--- config.mk ---
export PLATFORM = sky130hd
export DESIGN_NAME = imem_line_responder
export DESIGN_NICKNAME = d
export VERILOG_FILES = /design/src/rtl/imem_rsp_pkg.sv /design/src/rtl/line_req_fifo.sv /design/src/rtl/imem_line_responder.sv
export SDC_FILE = /design/constraint.sdc
export NUM_CORES = 1
export LEC_CHECK = 0
export BUFFER_PORTS_ARGS = -buffer_cell sky130_fd_sc_hd__buf_2
export CAP_MARGIN = 20
export CORE_UTILIZATION = 46
export DETAILED_ROUTE_END_ITERATION = 12
export PLACE_DENSITY = 0.76
export SETUP_SLACK_MARGIN = 0.3
export SYNTH_ARGS = -nofsm -noshare
export SYNTH_HDL_FRONTEND = slang
export SYNTH_SLANG_ARGS = --single-unit
--- constraint.sdc ---
create_clock -name clk -period 1.95 [get_ports clk]
set_clock_uncertainty 0.1 [all_clocks]
set_input_delay 0.4875 -clock clk [delete_from_list [all_inputs] [get_ports clk]]
set_output_delay 0.4875 -clock clk [all_outputs]
set_load 0.02 [all_outputs]
--- src/rtl/imem_rsp_pkg.sv ---
// Shared widths, FSM state encoding and request-entry layout for the
// instruction-memory line responder.
package imem_rsp_pkg;

    localparam int PADDR_W  = 15;
    localparam int LINE_W   = 128;
    localparam int BEAT_W   = 32;
    localparam int ID_W     = 4;
    localparam int LINE_A_W = PADDR_W - 4;   // line index, paddr[14:4]
    localparam int BEATS    = LINE_W / BEAT_W;

    typedef enum logic [2:0] {
        ST_IDLE      = 3'd0,
        ST_READ      = 3'd1,
        ST_WAIT_DATA = 3'd2,
        ST_REQ       = 3'd3,
        ST_SEND      = 3'd4,
        ST_WAIT_ACK  = 3'd5,
        ST_RELEASE   = 3'd6
    } rsp_state_e;

    typedef struct packed {
        logic [LINE_A_W-1:0] line;
        logic [ID_W-1:0]     id;
    } req_entry_t;

    localparam int ENTRY_W = $bits(req_entry_t);

    // Byte address of one 32-bit beat inside a 16-byte line.
    function automatic logic [PADDR_W-1:0] beat_addr(
        input logic [LINE_A_W-1:0] line,
        input logic [1:0]          beat
    );
        return {line, beat, 2'b00};
    endfunction

endpackage

--- src/rtl/line_req_fifo.sv ---
// Small power-of-two request FIFO. Full/empty come from a registered
// occupancy count, so a pop never frees a slot for a push in the same cycle.
module line_req_fifo
    import imem_rsp_pkg::*;
#(
    parameter int QDEPTH = 2,
    parameter int WIDTH  = ENTRY_W
) (
    input  logic             clk,
    input  logic             rst,
    input  logic             push,
    input  logic [WIDTH-1:0] push_data,
    input  logic             pop,
    output logic [WIDTH-1:0] pop_data,
    output logic             full,
    output logic             empty
);

    localparam int PTR_W = (QDEPTH > 1) ? $clog2(QDEPTH) : 1;
    localparam int CNT_W = $clog2(QDEPTH + 1);

    logic [WIDTH-1:0] slot_q [QDEPTH];
    logic [PTR_W-1:0] wr_ptr_q;
    logic [PTR_W-1:0] rd_ptr_q;
    logic [CNT_W-1:0] count_q;
    logic             do_push;
    logic             do_pop;

    assign full     = (count_q == CNT_W'(QDEPTH));
    assign empty    = (count_q == '0);
    assign do_push  = push & ~full;
    assign do_pop   = pop & ~empty;
    assign pop_data = slot_q[rd_ptr_q];

    // Pointers wrap naturally because the depth is a power of two.
    always_ff @(posedge clk or negedge rst) begin
        if (!rst) begin
            wr_ptr_q <= '0;
            rd_ptr_q <= '0;
            count_q  <= '0;
        end else begin
            if (do_push) wr_ptr_q <= wr_ptr_q + PTR_W'(1);
            if (do_pop)  rd_ptr_q <= rd_ptr_q + PTR_W'(1);
            case ({do_push, do_pop})
                2'b10:   count_q <= count_q + CNT_W'(1);
                2'b01:   count_q <= count_q - CNT_W'(1);
                default: count_q <= count_q;
            endcase
        end
    end

    // Storage needs no reset: an entry is only read after it was written.
    always_ff @(posedge clk) begin
        if (do_push) slot_q[wr_ptr_q] <= push_data;
    end

endmodule

--- src/rtl/imem_line_responder.sv ---
// Answers I$ line-fill reads: queues requests, fetches four 32-bit beats from
// a fixed-latency memory, assembles the 128-bit line and returns it through a
// req/grant/ack/release transmit handshake, retransmitting on ack timeout.
//
// state      | meaning
// -----------+---------------------------------------------------------
// IDLE       | waiting for a queued request; pops head into entry regs
// READ       | four cycles of memory strobes, beat 0..3
// WAIT_DATA  | draining the memory latency pipe until beat 3 lands
// REQ        | asking for a transmit slot until granted
// SEND       | one-cycle payload strobe
// WAIT_ACK   | waiting for ack; timeout sends us back to REQ
// RELEASE    | one-cycle slot release, then IDLE
module imem_line_responder
    import imem_rsp_pkg::*;
#(
    parameter int QDEPTH      = 2,
    parameter int MEM_LAT     = 2,
    parameter int ACK_TIMEOUT = 16
) (
    input  logic          clk,
    input  logic          rst,
    input  logic          req_valid,
    output logic          req_ready,
    input  logic [14:0]   req_paddr,
    input  logic [3:0]    req_return,
    input  logic          req_rw,
    output logic          err_rw,
    output logic          mem_rd_en,
    output logic [14:0]   mem_rd_addr,
    input  logic [31:0]   mem_rd_data,
    output logic          rsp_req,
    input  logic          rsp_grant,
    output logic          rsp_valid,
    output logic [3:0]    rsp_dest,
    output logic [14:0]   rsp_paddr,
    output logic [127:0]  rsp_data,
    input  logic          rsp_ack,
    output logic          rsp_release,
    output logic          busy
);

    localparam int TMR_W = $clog2(ACK_TIMEOUT + 1);

    rsp_state_e           state_q;
    rsp_state_e           state_d;

    logic                 fifo_push;
    logic                 fifo_pop;
    logic                 fifo_full;
    logic                 fifo_empty;
    logic [ENTRY_W-1:0]   fifo_rd_data;
    req_entry_t           push_entry;
    req_entry_t           head_entry;
    req_entry_t           ent_q;

    logic [1:0]           rd_beat_q;
    logic [1:0]           cap_beat_q;
    logic [MEM_LAT-1:0]   vpipe_q;
    logic                 beat_valid;
    logic [LINE_W-1:0]    line_q;
    logic [TMR_W-1:0]     tmr_q;
    logic                 err_rw_q;
    logic                 accept;

    // The byte offset within a line never matters for a line fill.
    logic                 unused_paddr_lsb;
    assign unused_paddr_lsb = ^req_paddr[3:0];

    assign req_ready  = ~fifo_full;
    assign accept     = req_valid & ~fifo_full;
    assign fifo_push  = accept & ~req_rw;
    assign push_entry = '{line: req_paddr[14:4], id: req_return};
    assign head_entry = req_entry_t'(fifo_rd_data);

    line_req_fifo #(
        .QDEPTH (QDEPTH),
        .WIDTH  (ENTRY_W)
    ) u_fifo (
        .clk       (clk),
        .rst       (rst),
        .push      (fifo_push),
        .push_data (ENTRY_W'(push_entry)),
        .pop       (fifo_pop),
        .pop_data  (fifo_rd_data),
        .full      (fifo_full),
        .empty     (fifo_empty)
    );

    // State register.
    always_ff @(posedge clk or negedge rst) begin
        if (!rst) state_q <= ST_IDLE;
        else      state_q <= state_d;
    end

    // Next-state and handshake outputs; all strobes are pure state decodes.
    always_comb begin
        state_d     = state_q;
        fifo_pop    = 1'b0;
        mem_rd_en   = 1'b0;
        rsp_req     = 1'b0;
        rsp_valid   = 1'b0;
        rsp_release = 1'b0;
        case (state_q)
            ST_IDLE: begin
                if (!fifo_empty) begin
                    fifo_pop = 1'b1;
                    state_d  = ST_READ;
                end
            end
            ST_READ: begin
                mem_rd_en = 1'b1;
                if (rd_beat_q == 2'd3) state_d = ST_WAIT_DATA;
            end
            ST_WAIT_DATA: begin
                if (beat_valid && cap_beat_q == 2'd3) state_d = ST_REQ;
            end
            ST_REQ: begin
                rsp_req = 1'b1;
                if (rsp_grant) state_d = ST_SEND;
            end
            ST_SEND: begin
                rsp_valid = 1'b1;
                state_d   = ST_WAIT_ACK;
            end
            ST_WAIT_ACK: begin
                if (rsp_ack)             state_d = ST_RELEASE;
                else if (tmr_q == '0)    state_d = ST_REQ;
            end
            ST_RELEASE: begin
                rsp_release = 1'b1;
                state_d     = ST_IDLE;
            end
            default: state_d = ST_IDLE;
        endcase
    end

    // Entry capture, beat sequencing, memory latency pipe and line assembly.
    // Beats return in strobe order, so a separate capture counter tracks them.
    always_ff @(posedge clk or negedge rst) begin
        if (!rst) begin
            ent_q      <= '0;
            rd_beat_q  <= '0;
            cap_beat_q <= '0;
            vpipe_q    <= '0;
            line_q     <= '0;
        end else begin
            if (fifo_pop) ent_q <= head_entry;
            if (mem_rd_en) rd_beat_q <= rd_beat_q + 2'd1;
            vpipe_q[0] <= mem_rd_en;
            for (int i = 1; i < MEM_LAT; i++) vpipe_q[i] <= vpipe_q[i-1];
            if (beat_valid) begin
                line_q[int'(cap_beat_q)*BEAT_W +: BEAT_W] <= mem_rd_data;
                cap_beat_q <= cap_beat_q + 2'd1;
            end
        end
    end

    assign beat_valid = vpipe_q[MEM_LAT-1];

    // Ack timeout: down-counter loaded on each send, terminal count at zero.
    always_ff @(posedge clk or negedge rst) begin
        if (!rst) begin
            tmr_q <= '0;
        end else if (state_q == ST_SEND) begin
            tmr_q <= TMR_W'(ACK_TIMEOUT - 1);
        end else if (state_q == ST_WAIT_ACK) begin
            if (tmr_q != '0) tmr_q <= tmr_q - TMR_W'(1);
        end else begin
            tmr_q <= '0;
        end
    end

    // Write requests are dropped and flagged one cycle later.
    always_ff @(posedge clk or negedge rst) begin
        if (!rst) err_rw_q <= 1'b0;
        else      err_rw_q <= accept & req_rw;
    end

    assign err_rw      = err_rw_q;
    assign mem_rd_addr = mem_rd_en ? beat_addr(ent_q.line, rd_beat_q) : '0;
    assign rsp_dest    = ent_q.id;
    assign rsp_paddr   = {ent_q.line, 4'b0000};
    assign rsp_data    = line_q;
    assign busy        = (state_q != ST_IDLE) | ~fifo_empty;

endmodule

# Word-level counts from Yosys, hierarchy flattened
# Memories as Yosys holds them, arrays and structs flattened. A register that Yosys moved wholly into a read port is not among the register bits.
# Cells that the tools add are included.
[totals] ff_bits=147 memories=1 inputBits=57 mem_bits_rw=30 output_inout_bits=169
[classes] n_eq_ne=17 shifts=2 n_reduce_logical=9 addsub=8 muxes=21 bitwise_logic=9
[mem_list] name="u_fifo.slot_q" depth=2 word_bits=15 read_ports=1 rd_clocked_by_memory_dff=1 write_ports=1 line_no="line_req_fifo.sv:22" text="logic [WIDTH-1:0] slot_q [QDEPTH];"
[ops] operator="bitwise mux 128 bit" n=1
[ops] operator="variable shift 32 x 33 -> 128 bit (first input constant)" n=1
[ops] operator="indexed part select 32 x 33 -> 128 bit" n=1
[ops] operator="negation 7 -> 33 bit" n=1
[ops] operator="two-way mux 3 bit" n=6
[ops] operator="one-hot mux 3 bit (6 select lines)" n=1
[ops] operator="two-way mux 15 bit" n=1
[ops] operator="two-way mux 5 bit" n=3
[ops] operator="== test 3 bit (second input constant)" n=3
[ops] operator="== test 2 bit (second input constant)" n=4
[ops] operator="two-way mux 1 bit" n=8
[ops] operator="!= test 2 bit (second input constant)" n=4
[ops] operator="adder 2 x 1 -> 2 bit (second input constant)" n=3
[ops] operator="== test 3 x 2 -> 1 bit (second input constant)" n=2
[ops] operator="AND 1 bit" n=5
[ops] operator="logical NOT 5 bit" n=1
[ops] operator="AND reduction 5 bit" n=1
[ops] operator="nonzero test 5 bit" n=1
[ops] operator="subtractor 5 x 1 -> 5 bit (second input constant)" n=1
[ops] operator="one-hot mux 2 bit (2 select lines)" n=1
[ops] operator="== test 3 x 1 -> 1 bit (second input constant)" n=1
[ops] operator="logical NOT 3 bit" n=1
[ops] operator="!= test 3 x 2 -> 1 bit (second input constant)" n=1
[ops] operator="!= test 3 bit (second input constant)" n=1
[ops] operator="other kinds (10)" n=13

# Longest topological paths before layout
# Gate-level depths: netlist of the first run.
[depth] depth_word=7 ltp_mapped=9 ltp_nobuf=6

# Hierarchy
# From an unflattened synthesis of the first run, not the netlist that was laid out.
[unflattened] cells_unflattened=493 area_unflattened_um2=7372.1
[modules_own_cells] mod="imem_line_responder" seq_area_each_um2=3953.8 n_inst=1 area_each_um2=6049.6 cells_per_inst=428
[modules_own_cells] mod="line_req_fifo" seq_area_each_um2=1001.0 n_inst=1 area_each_um2=1322.5 cells_per_inst=65

# Least setup slack after synthesis of the first run
# Ideal clock, no wire load.
[synth_path] kind="register to output" from="register state_q[2]" to="output port mem_rd_addr[10]" stages_incl_launch_ff=5 n_path_buf=2 arrival_ns=1.518 setup_slack_ns=-0.156 cell_sequence="dfrtp_1 clkbuf_1 nor3b_1 buf_2 and2_1"
[synth_between] elab_chain_len=3
[synth_lines] item="start: declaration" line_no="imem_line_responder.sv:45" text="rsp_state_e state_q;"
[synth_lines] item="start signal: assignment" line_no="imem_line_responder.sv:93" text="else state_q <= state_d;"
[synth_lines] item="== test 3 x 1 -> 1 bit" line_no="imem_line_responder.sv:104" text="case (state_q)"
[synth_lines] item="two-way mux 1 bit" line_no="imem_line_responder.sv:104"
[synth_lines] item="named net mem_rd_en" line_no="imem_line_responder.sv:29" text="output logic mem_rd_en,"
[synth_lines] item="two-way mux 15 bit" line_no="imem_line_responder.sv:181" text="assign mem_rd_addr = mem_rd_en ? beat_addr(ent_q.line, rd_beat_q) : '0;"
[synth_lines] item="end: declaration" line_no="imem_line_responder.sv:30" text="output logic [14:0] mem_rd_addr,"
# The timed path passes the listed nets, and every way through them passes these cells.

# Worst setup path in the final report of the first run
[layout_path] from="register state_q[1]" to="output port mem_rd_addr[11]"
[layout_between] elab_chain_len=3
[layout_lines] item="== test 3 x 1 -> 1 bit" line_no="imem_line_responder.sv:104"
[layout_lines] item="two-way mux 1 bit" line_no="imem_line_responder.sv:104"
[layout_lines] item="two-way mux 15 bit" line_no="imem_line_responder.sv:181"
# No other way between the ends.

==> key figures, run 1 <==
Routing
  • WL per Instance: 21.1 um
  • Post-route DRC violation count: 0
  • Met3 routed WL: 1.68 mm
  • DRT iter0 DRCs: 356
  • Routed wire length: 21.5 mm
  • Antenna viol nets, final: 0
  • Drt via density: 5.60
  • DRT Pass-1 Iters: 7
  • Post-Route M1 WL: 8.60 mm
  • Uppermost layer routed: met4
  • Met2 WL: 10.9 mm
  • Via count: 5703

Finish
  • Non-Filler Instances: 1019
  • Final Util: 0.709
  • Synth-to-Final Area Change: 50.2%
  • Layout cells sized above 1: 0.494
  • Final Net Count: 860
  • Antenna diodes: 0

GRT
  • Antenna violations before repair: 0
  • Largest net degree at the start of global routing: 43
  • Total track usage: 0.267
  • Total gr overflow: 0
  • Number of global-route vias before repair: 5799
  • First-pass GRT wire length: 32.1 mm

Timing
  • Unrepaired setup endpoints after global routing: true
  • Number of setup violations in the final report: 18
  • Final setup margin: -0.240 ns
  • Final hold vios: 0
  • Tcrit/Tclk final: 1.12
  • Max-slew violation count: 0
  • F_max: 457 MHz
  • Setup_tns: -3.45 ns
  • Fin crit period: 2.19 ns

Place
  • Port bufs: 215
  • Placed cells: 920
  • Dpl hpwl: 12.4 mm
  • Routability cong.: 0.794

Floorplanning
  • Die width: 127 um
  • Ports: 226
  • Area of the core: 15300 um2
  • Die ar.: 16200 um2
  • Die Y-Extent: 127 um
  • Row Count: 45
  • Initial core utilization: 0.472

Run status
  • Outcome: finished with violations
  • Failing checks: negative setup slack

Clock network
  • H-tree depth: 4
  • Num Clock Sinks: 192
  • Clock tree buffer depth: 2
  • CTS tree: built
  • Clock-pin slew on the worst setup and hold paths: 0.07 ns
  • Clock latency on the worst-skew pair: 0.43 ns
  • Root Driver: clkbuf_16
  • Num CTS Buffers: 17

Worst setup path
  • Startpoint Class: flop
  • Largest fanout on the critical path: 8
  • Worst endpoint data arrival time: 1.60 ns
  • Critical Path RT: 1.36 ns
  • Critical path type: flop to primary output
  • Setup crit end kind: primary output

Yosys
  • Commonest cells in the netlist: dfrtp_1, a22o_1, edfxtp_1
  • Syn Area/Cell: 14.4 um2
  • Warnings from Yosys: 0
  • Post-synth ARST share: 0.844
  • Post-Syn Area: 7200 um2
  • Top post-synthesis cells by area: dfrtp_1, a22o_1, edfxtp_1, mux2i_1, buf_2
  • Yosys cell types: 31
  • Cell taking the most area after synthesis: dfrtp_1
  • Post-synth top flop: dfrtp_1
  • Gate Count Post-Synth: 500
  • Yosys top cell area share: 0.563
  • Sequential element share of the synthesized area: 0.688
  • EDFF count, synth: 30
  • Count of state elements after synthesis: 192
  • Count leader, synth: dfrtp_1

Power and ir drop
  • Sequential power share: 0.330
  • Clock Power Share: 0.173
  • Peak supply drop: 1.17 mV
  • Pwr/cell area: 1880 nW/um2
  • Static Leak: 5.43 nW
  • Comb pwr share: 0.496
  • Switching power share of the total: 0.393
  • Internal power: 12.3 mW
  • Sw power: 7.98 mW

Worst hold path
  • Worst hold path class: input pin to flop

Run
  • Total of max-cap violations: 0
[state kept, by name, indices dropped and copies added, names as in the netlist, 2 cells and up]
name            cells
state_q             3
rsp_data          128
u_fifo.count_q      2
rd_beat_q           2
rsp_dest            4
vpipe_q             2
u_fifo.slot_q      30
rsp_paddr          11
cap_beat_q          2
tmr_q               5
[through the flow]
stage / area, um2 / power (mW) / setup slack [ns] / hold WS [ns]
floorplan: 7400 / 11.8 / 0.165 / 0.0919
global placement: 8830 / 14.2 / 0.106 / 0.234
detailed placement: 8830 / 14.5 / 0.0723 / 0.235
CTS: 10400 / 19.3 / -0.245 / 0.124
global route: 10800 / 21.3 / -0.287 / 0.120
finish: 10800 / 20.3 / -0.240 / 0.143
[final timing paths]
check                               from                  end  slack (ns)  depth (start not counted)
setup / recovery              state_q[1]      mem_rd_addr[11]       -0.24                          5
hold / removal              req_paddr[6]  u_fifo.slot_q[0][6]        0.14                          1
setup reg to reg           cap_beat_q[1]          rsp_data[5]        0.11                          8
hold reg to reg               vpipe_q[0]           vpipe_q[1]        0.26                          0
max in group asynchronous            rst          rsp_data[3]        0.71                          3
min in group asynchronous            rst          rsp_data[1]        0.47                          2
[cells by family after synthesis]
kind of cell / after synthesis / share of synthesized area
buffers and inverters: 50 / 0.0328
multiplexers: 16 / 0.0224
other: 1 / 0.000521
XOR/XNOR: 10 / 0.0122
AO/OA/AOI/OAI: 155 / 0.177
flip-flops: 192 / 0.688
adder cells (fa/ha/maj): 8 / 0.0139
AND/OR/NAND/NOR: 68 / 0.0530
[routing by layer]
metal,up-vias,GRT usage
met4,0,0.0882
met3,36,0.0825
met1,2916,0.331
met2,301,0.445
li1,2450,-
met5,-,0
[layout make-up]
| type | instances | area (um2) |
|---|---|---|
| clock buffer | 21 | 485 |
| sequential | 192 | 4960 |
| inverter | 7 | 33.8 |
| clock inverter | 11 | 116 |
| timing repair buffer | 314 | 2630 |
| tap | 211 | 264 |
| fill | 1000 | 4450 |
| multi-input combinational | 263 | 2330 |
[layout by cell type, fill, tap and decap left out, types with 3 or more instances in the layout]
cell type,Yosys,layout
a22o_1,129,129
buf_6,0,43
buf_16,0,10
buf_12,0,19
ha_4,0,6
inv_1,7,3
clkbuf_16,0,23
buf_8,0,9
nand2_1,11,6
edfxtp_1,30,30
inv_6,0,5
and2_4,0,13
nor3_1,6,5
buf_4,6,32
buf_2,21,195
mux2i_1,15,15
a21oi_2,0,3
a21oi_1,20,17
conb_1,1,6
dfrtp_1,162,160
xor2_1,6,6
nor2_4,0,3
nand2_4,0,5
nor2_1,22,18
[what timing repair did]
item / in CTS / in global routing
endpoints found under the hold margin: 35 / 0
cloned: 12 / 5
resized for setup: 108 / 35
setup buffers: 37 / 12
hold buffers: 1 / 0
pin swaps: 48 / 50
setup endpoints to repair: 169 / 173
[power groups by stage]
stage / Clock (mW) / Combinational (mW) / Sequential [mW]
after floorplan: 0 / 3.51 / 8.27
after global placement: 0 / 7.57 / 6.64
after detailed placement: 0 / 7.76 / 6.74
after CTS: 3.56 / 9.10 / 6.68
after global routing: 3.74 / 10.6 / 6.90
final: 3.52 / 10.1 / 6.70
[worst max-delay path: stages (launching register included)]
cell	delay (ns)
dfrtp_1	0.41
nor3b_4	0.21
buf_6	0.15
clkbuf_16	0.15
and2_4	0.14
buf_6	0.11
(Power assumes the default switching activity.)
==> run 2: changes to the inputs <==
--- a/constraint.sdc
+++ b/constraint.sdc
@@ -4,2 +4,2 @@
 set_output_delay 0.4875 -clock clk [all_outputs]
-set_load 0.02 [all_outputs]
+set_load 0.005 [all_outputs]
==> run 2 against run 1 <==
Compared with the run above: the flow still finishes with violations (negative setup slack); clock power decreased by 7.4%; flip-flop and latch count unchanged; count of clock-buffer cells in the layout decreased by 2; critical path depth decreased by 1; power decreased by 14%; setup slack improved by 0.11 ns; core utilization decreased by 3.0 points; sequential power about the same; via count decreased by 2.4%; non-clock buffer count decreased by 12; hold slack improved by 0.0062 ns; fmax increased by 5.1%; critical path type unchanged.
==> key figures, run 2 (synthesized netlist as in run 1, its figures left out) <==
Routing
  • WL per Instance: 20.7 um (-1.6%)
  • Post-route DRC violation count: 0 (unchanged)
  • Via count: 5567 (-2.4%)
  • DRT iter0 DRCs: 304 (-15%)
  • Drt via density: 5.53 (-1.2%)
  • Antenna viol nets, final: 0 (unchanged)
  • Routed wire length: 20.9 mm (-2.8%)
  • DRT Pass-1 Iters: 5 (-2)

GRT
  • GR Util met1: 0.332 (+0.000666)
  • Number of global-route vias before repair: 5679 (-2.1%)
  • Total gr overflow: 0 (unchanged)
  • Gr busiest metal: met2
  • Total track usage: 0.265 (-0.00143)
  • Antenna violations before repair: 0 (unchanged)
  • GRT met2 Usage: 0.438 (-0.00776)
  • Met3 Usage GRT: 0.0733 (-0.00921)
  • First-pass GRT wire length: 32.1 mm (about the same)
  • Largest net degree at the start of global routing: 43 (unchanged)

Run
  • Total of max-cap violations: 0 (unchanged)

Power and ir drop
  • Switching power share of the total: 0.337 (-0.0558)
  • Internal power: 11.5 mW (-6.6%)
  • Clock Power Share: 0.187 (+0.014)
  • Static Leak: 5.24 nW (-3.6%)
  • Peak supply drop: 0.966 mV (-17%)
  • Pwr/cell area: 1680 nW/um2 (-11%)
  • Comb pwr share: 0.426 (-0.070)
  • Sequential power share: 0.387 (+0.057)
  • Sw power: 5.86 mW (-27%)

Worst setup path
  • R2r endpoint: rsp_data[111]
  • Setup crit end kind: primary output
  • Critical path type: flop to primary output
  • Critical path, cell by cell: nor3b_4 -> buf_6 -> and2_4 -> buf_2
  • Worst endpoint data arrival time: 1.50 ns (-0.10 ns)
  • Startpoint Class: flop
  • Largest fanout on the critical path: 15 (+7)
  • CP max stage cell: dfrtp_2
  • Reg2reg start: cap_beat_q[0]
  • Reg2Reg Setup Slack: 0.07 ns (-0.04 ns)
  • Critical Path Source: state_q[2]
  • Biggest cell delay along the critical path: 0.45 ns (+0.04 ns)
  • Critical Path RT: 1.36 ns (about the same)
  • FF-to-FF path depth: 8 (unchanged)

Worst hold path
  • Hold EP: u_fifo.slot_q[1][0]
  • Min-delay src: req_return[0]
  • Worst hold path class: input pin to flop
  • WHS Path Cells: 1 (unchanged)

Timing
  • Fin crit period: 2.08 ns (-0.107 ns)
  • Max-slew violation count: 0 (unchanged)
  • Unrepaired setup endpoints after global routing: true
  • F_max: 480 MHz (+5.1%)
  • Tcrit/Tclk final: 1.07 (-0.0547)
  • Final setup margin: -0.133 ns (+0.107 ns)
  • Final hold vios: 0 (unchanged)
  • Number of setup violations in the final report: 16 (-2)
  • Setup_tns: -1.77 ns (+1.68 ns)

Floorplanning
  • Die Y-Extent: 127 um (unchanged)
  • Row Count: 45 (unchanged)
  • Die width: 127 um (unchanged)
  • Initial core utilization: 0.472 (unchanged)
  • Ports: 226 (unchanged)
  • Area of the core: 15300 um2 (unchanged)
  • Die ar.: 16200 um2 (unchanged)

Clock network
  • Num CTS Buffers: 17 (unchanged)
  • Num Clock Sinks: 192 (unchanged)
  • Clock tree buffer depth: 2 (unchanged)
  • CTS tree: built
  • H-tree depth: 4 (unchanged)
  • Root Driver: clkbuf_16
  • Clock-pin slew on the worst setup and hold paths: 0.07 ns (about the same)
  • Clock latency on the worst-skew pair: 0.42 ns (about the same)

Place
  • Routability cong.: 0.790 (-0.52%)
  • Port bufs: 215 (unchanged)
  • DP Area: 8830 um2 (about the same)
  • Dpl hpwl: 12.5 mm (+0.61%)

Run status
  • Failing checks: negative setup slack
  • Outcome: finished with violations

Finish
  • Largest register FFs: 128 (unchanged)
  • Layout cells sized above 1: 0.472 (-0.0215)
  • Fill cell count: 1078 (+7.8%)
  • Most common cell after layout, fill and taps aside: buf_2
  • Most frequent cells in the layout: buf_2, dfrtp_1, a22o_1
  • Final Net Count: 848 (-1.4%)
  • Antenna diodes: 0 (unchanged)
  • Synth-to-Final Area Change: 43.8%
  • Final Cell Area: 10400 um2 (-4.2%)
[run 2: cell types whose count changed in the layout (fill, tap and decap cells not counted), moves of 3 or more]
cell       change
dfrtp_1        -3
buf_8          -3
buf_12         -5
buf_6         -14
inv_6          -3
and2_4         -8
and2_1         +8
clkbuf_16      -4
dfrtp_2        +3
buf_2         +15
[run 2: how the worst max path moves through the flow]
stage | depth (start not counted) | endpoint | slack (ns)
2_1_floorplan | 6 | state_q[1] | 0.18
3_3_place_gp | 6 | tmr_q[1] | 0.16
3_5_place_dp | 6 | u_fifo.count_q[1] | 0.08
4_1_cts | 4 | mem_rd_addr[13] | -0.17
5_1_grt | 4 | mem_rd_addr[14] | -0.22
6_report | 4 | mem_rd_addr[13] | -0.13
[run 2: power groups by stage]
stage / clock network [mW] / registers, mW / logic, mW
detailed placement: 0 / 6.74 / 5.90
global placement: 0 / 6.66 / 5.71
CTS: 3.29 / 6.68 / 6.90
floorplan: 0 / 6.72 / 3.23
finish: 3.26 / 6.72 / 7.41
global route: 3.47 / 6.90 / 7.97
[run 2: worst max-delay path: cells and delay by family, from the launching register on]
kind / cells / cell delay, ns
flops: 1 / 0.45
simple gates: 2 / 0.35
buf+inv: 2 / 0.28
[run 2: layout make-up]
type	instances	area, um2	share of cell area
Clock buffer	19	433	0.0418
Clock inverter	13	114	0.0110
Inverter	7	28.8	0.00278
Multi-Input combinational cell	263	2260	0.219
Sequential cell	192	4960	0.479
Tap cell	211	264	0.0255
Timing Repair Buffer	302	2290	0.221
[run 2: per-layer routing]
metal  share of wire  wire length [um]  vias up
met2            0.50             10400      273
met4           0.024               491        0
li1                -                 -     2421
met1            0.40              8250     2838
met3           0.082              1700       35
met5               0                 0        -
[run 2: per-stage QoR]
| stage | power (mW) | util | hold slack (ns) | instances | setup slack (ns) |
|---|---|---|---|---|---|
| after floorplan | 9.94 | - | 0.0919 | 505 | 0.180 |
| after global placement | 12.4 | 0.579 | 0.248 | 921 | 0.163 |
| after detailed placement | 12.6 | 0.579 | 0.252 | 921 | 0.0844 |
| after CTS | 16.9 | 0.666 | 0.136 | 1000 | -0.166 |
| after global routing | 18.3 | 0.679 | 0.132 | 1007 | -0.217 |
| final | 17.4 | 0.679 | 0.149 | 1007 | -0.133 |
[run 2: repair_timing]
| item | CTS | global route |
|---|---|---|
| hold endpoints to repair | 35 | 0 |
| gates resized for setup | 70 | 17 |
| endpoints found under the setup margin | 195 | 171 |
| cloned | 12 | 2 |
| buffers inserted | 34 | 5 |
| hold buffers | 1 | 0 |
| pin swaps | 38 | 29 |
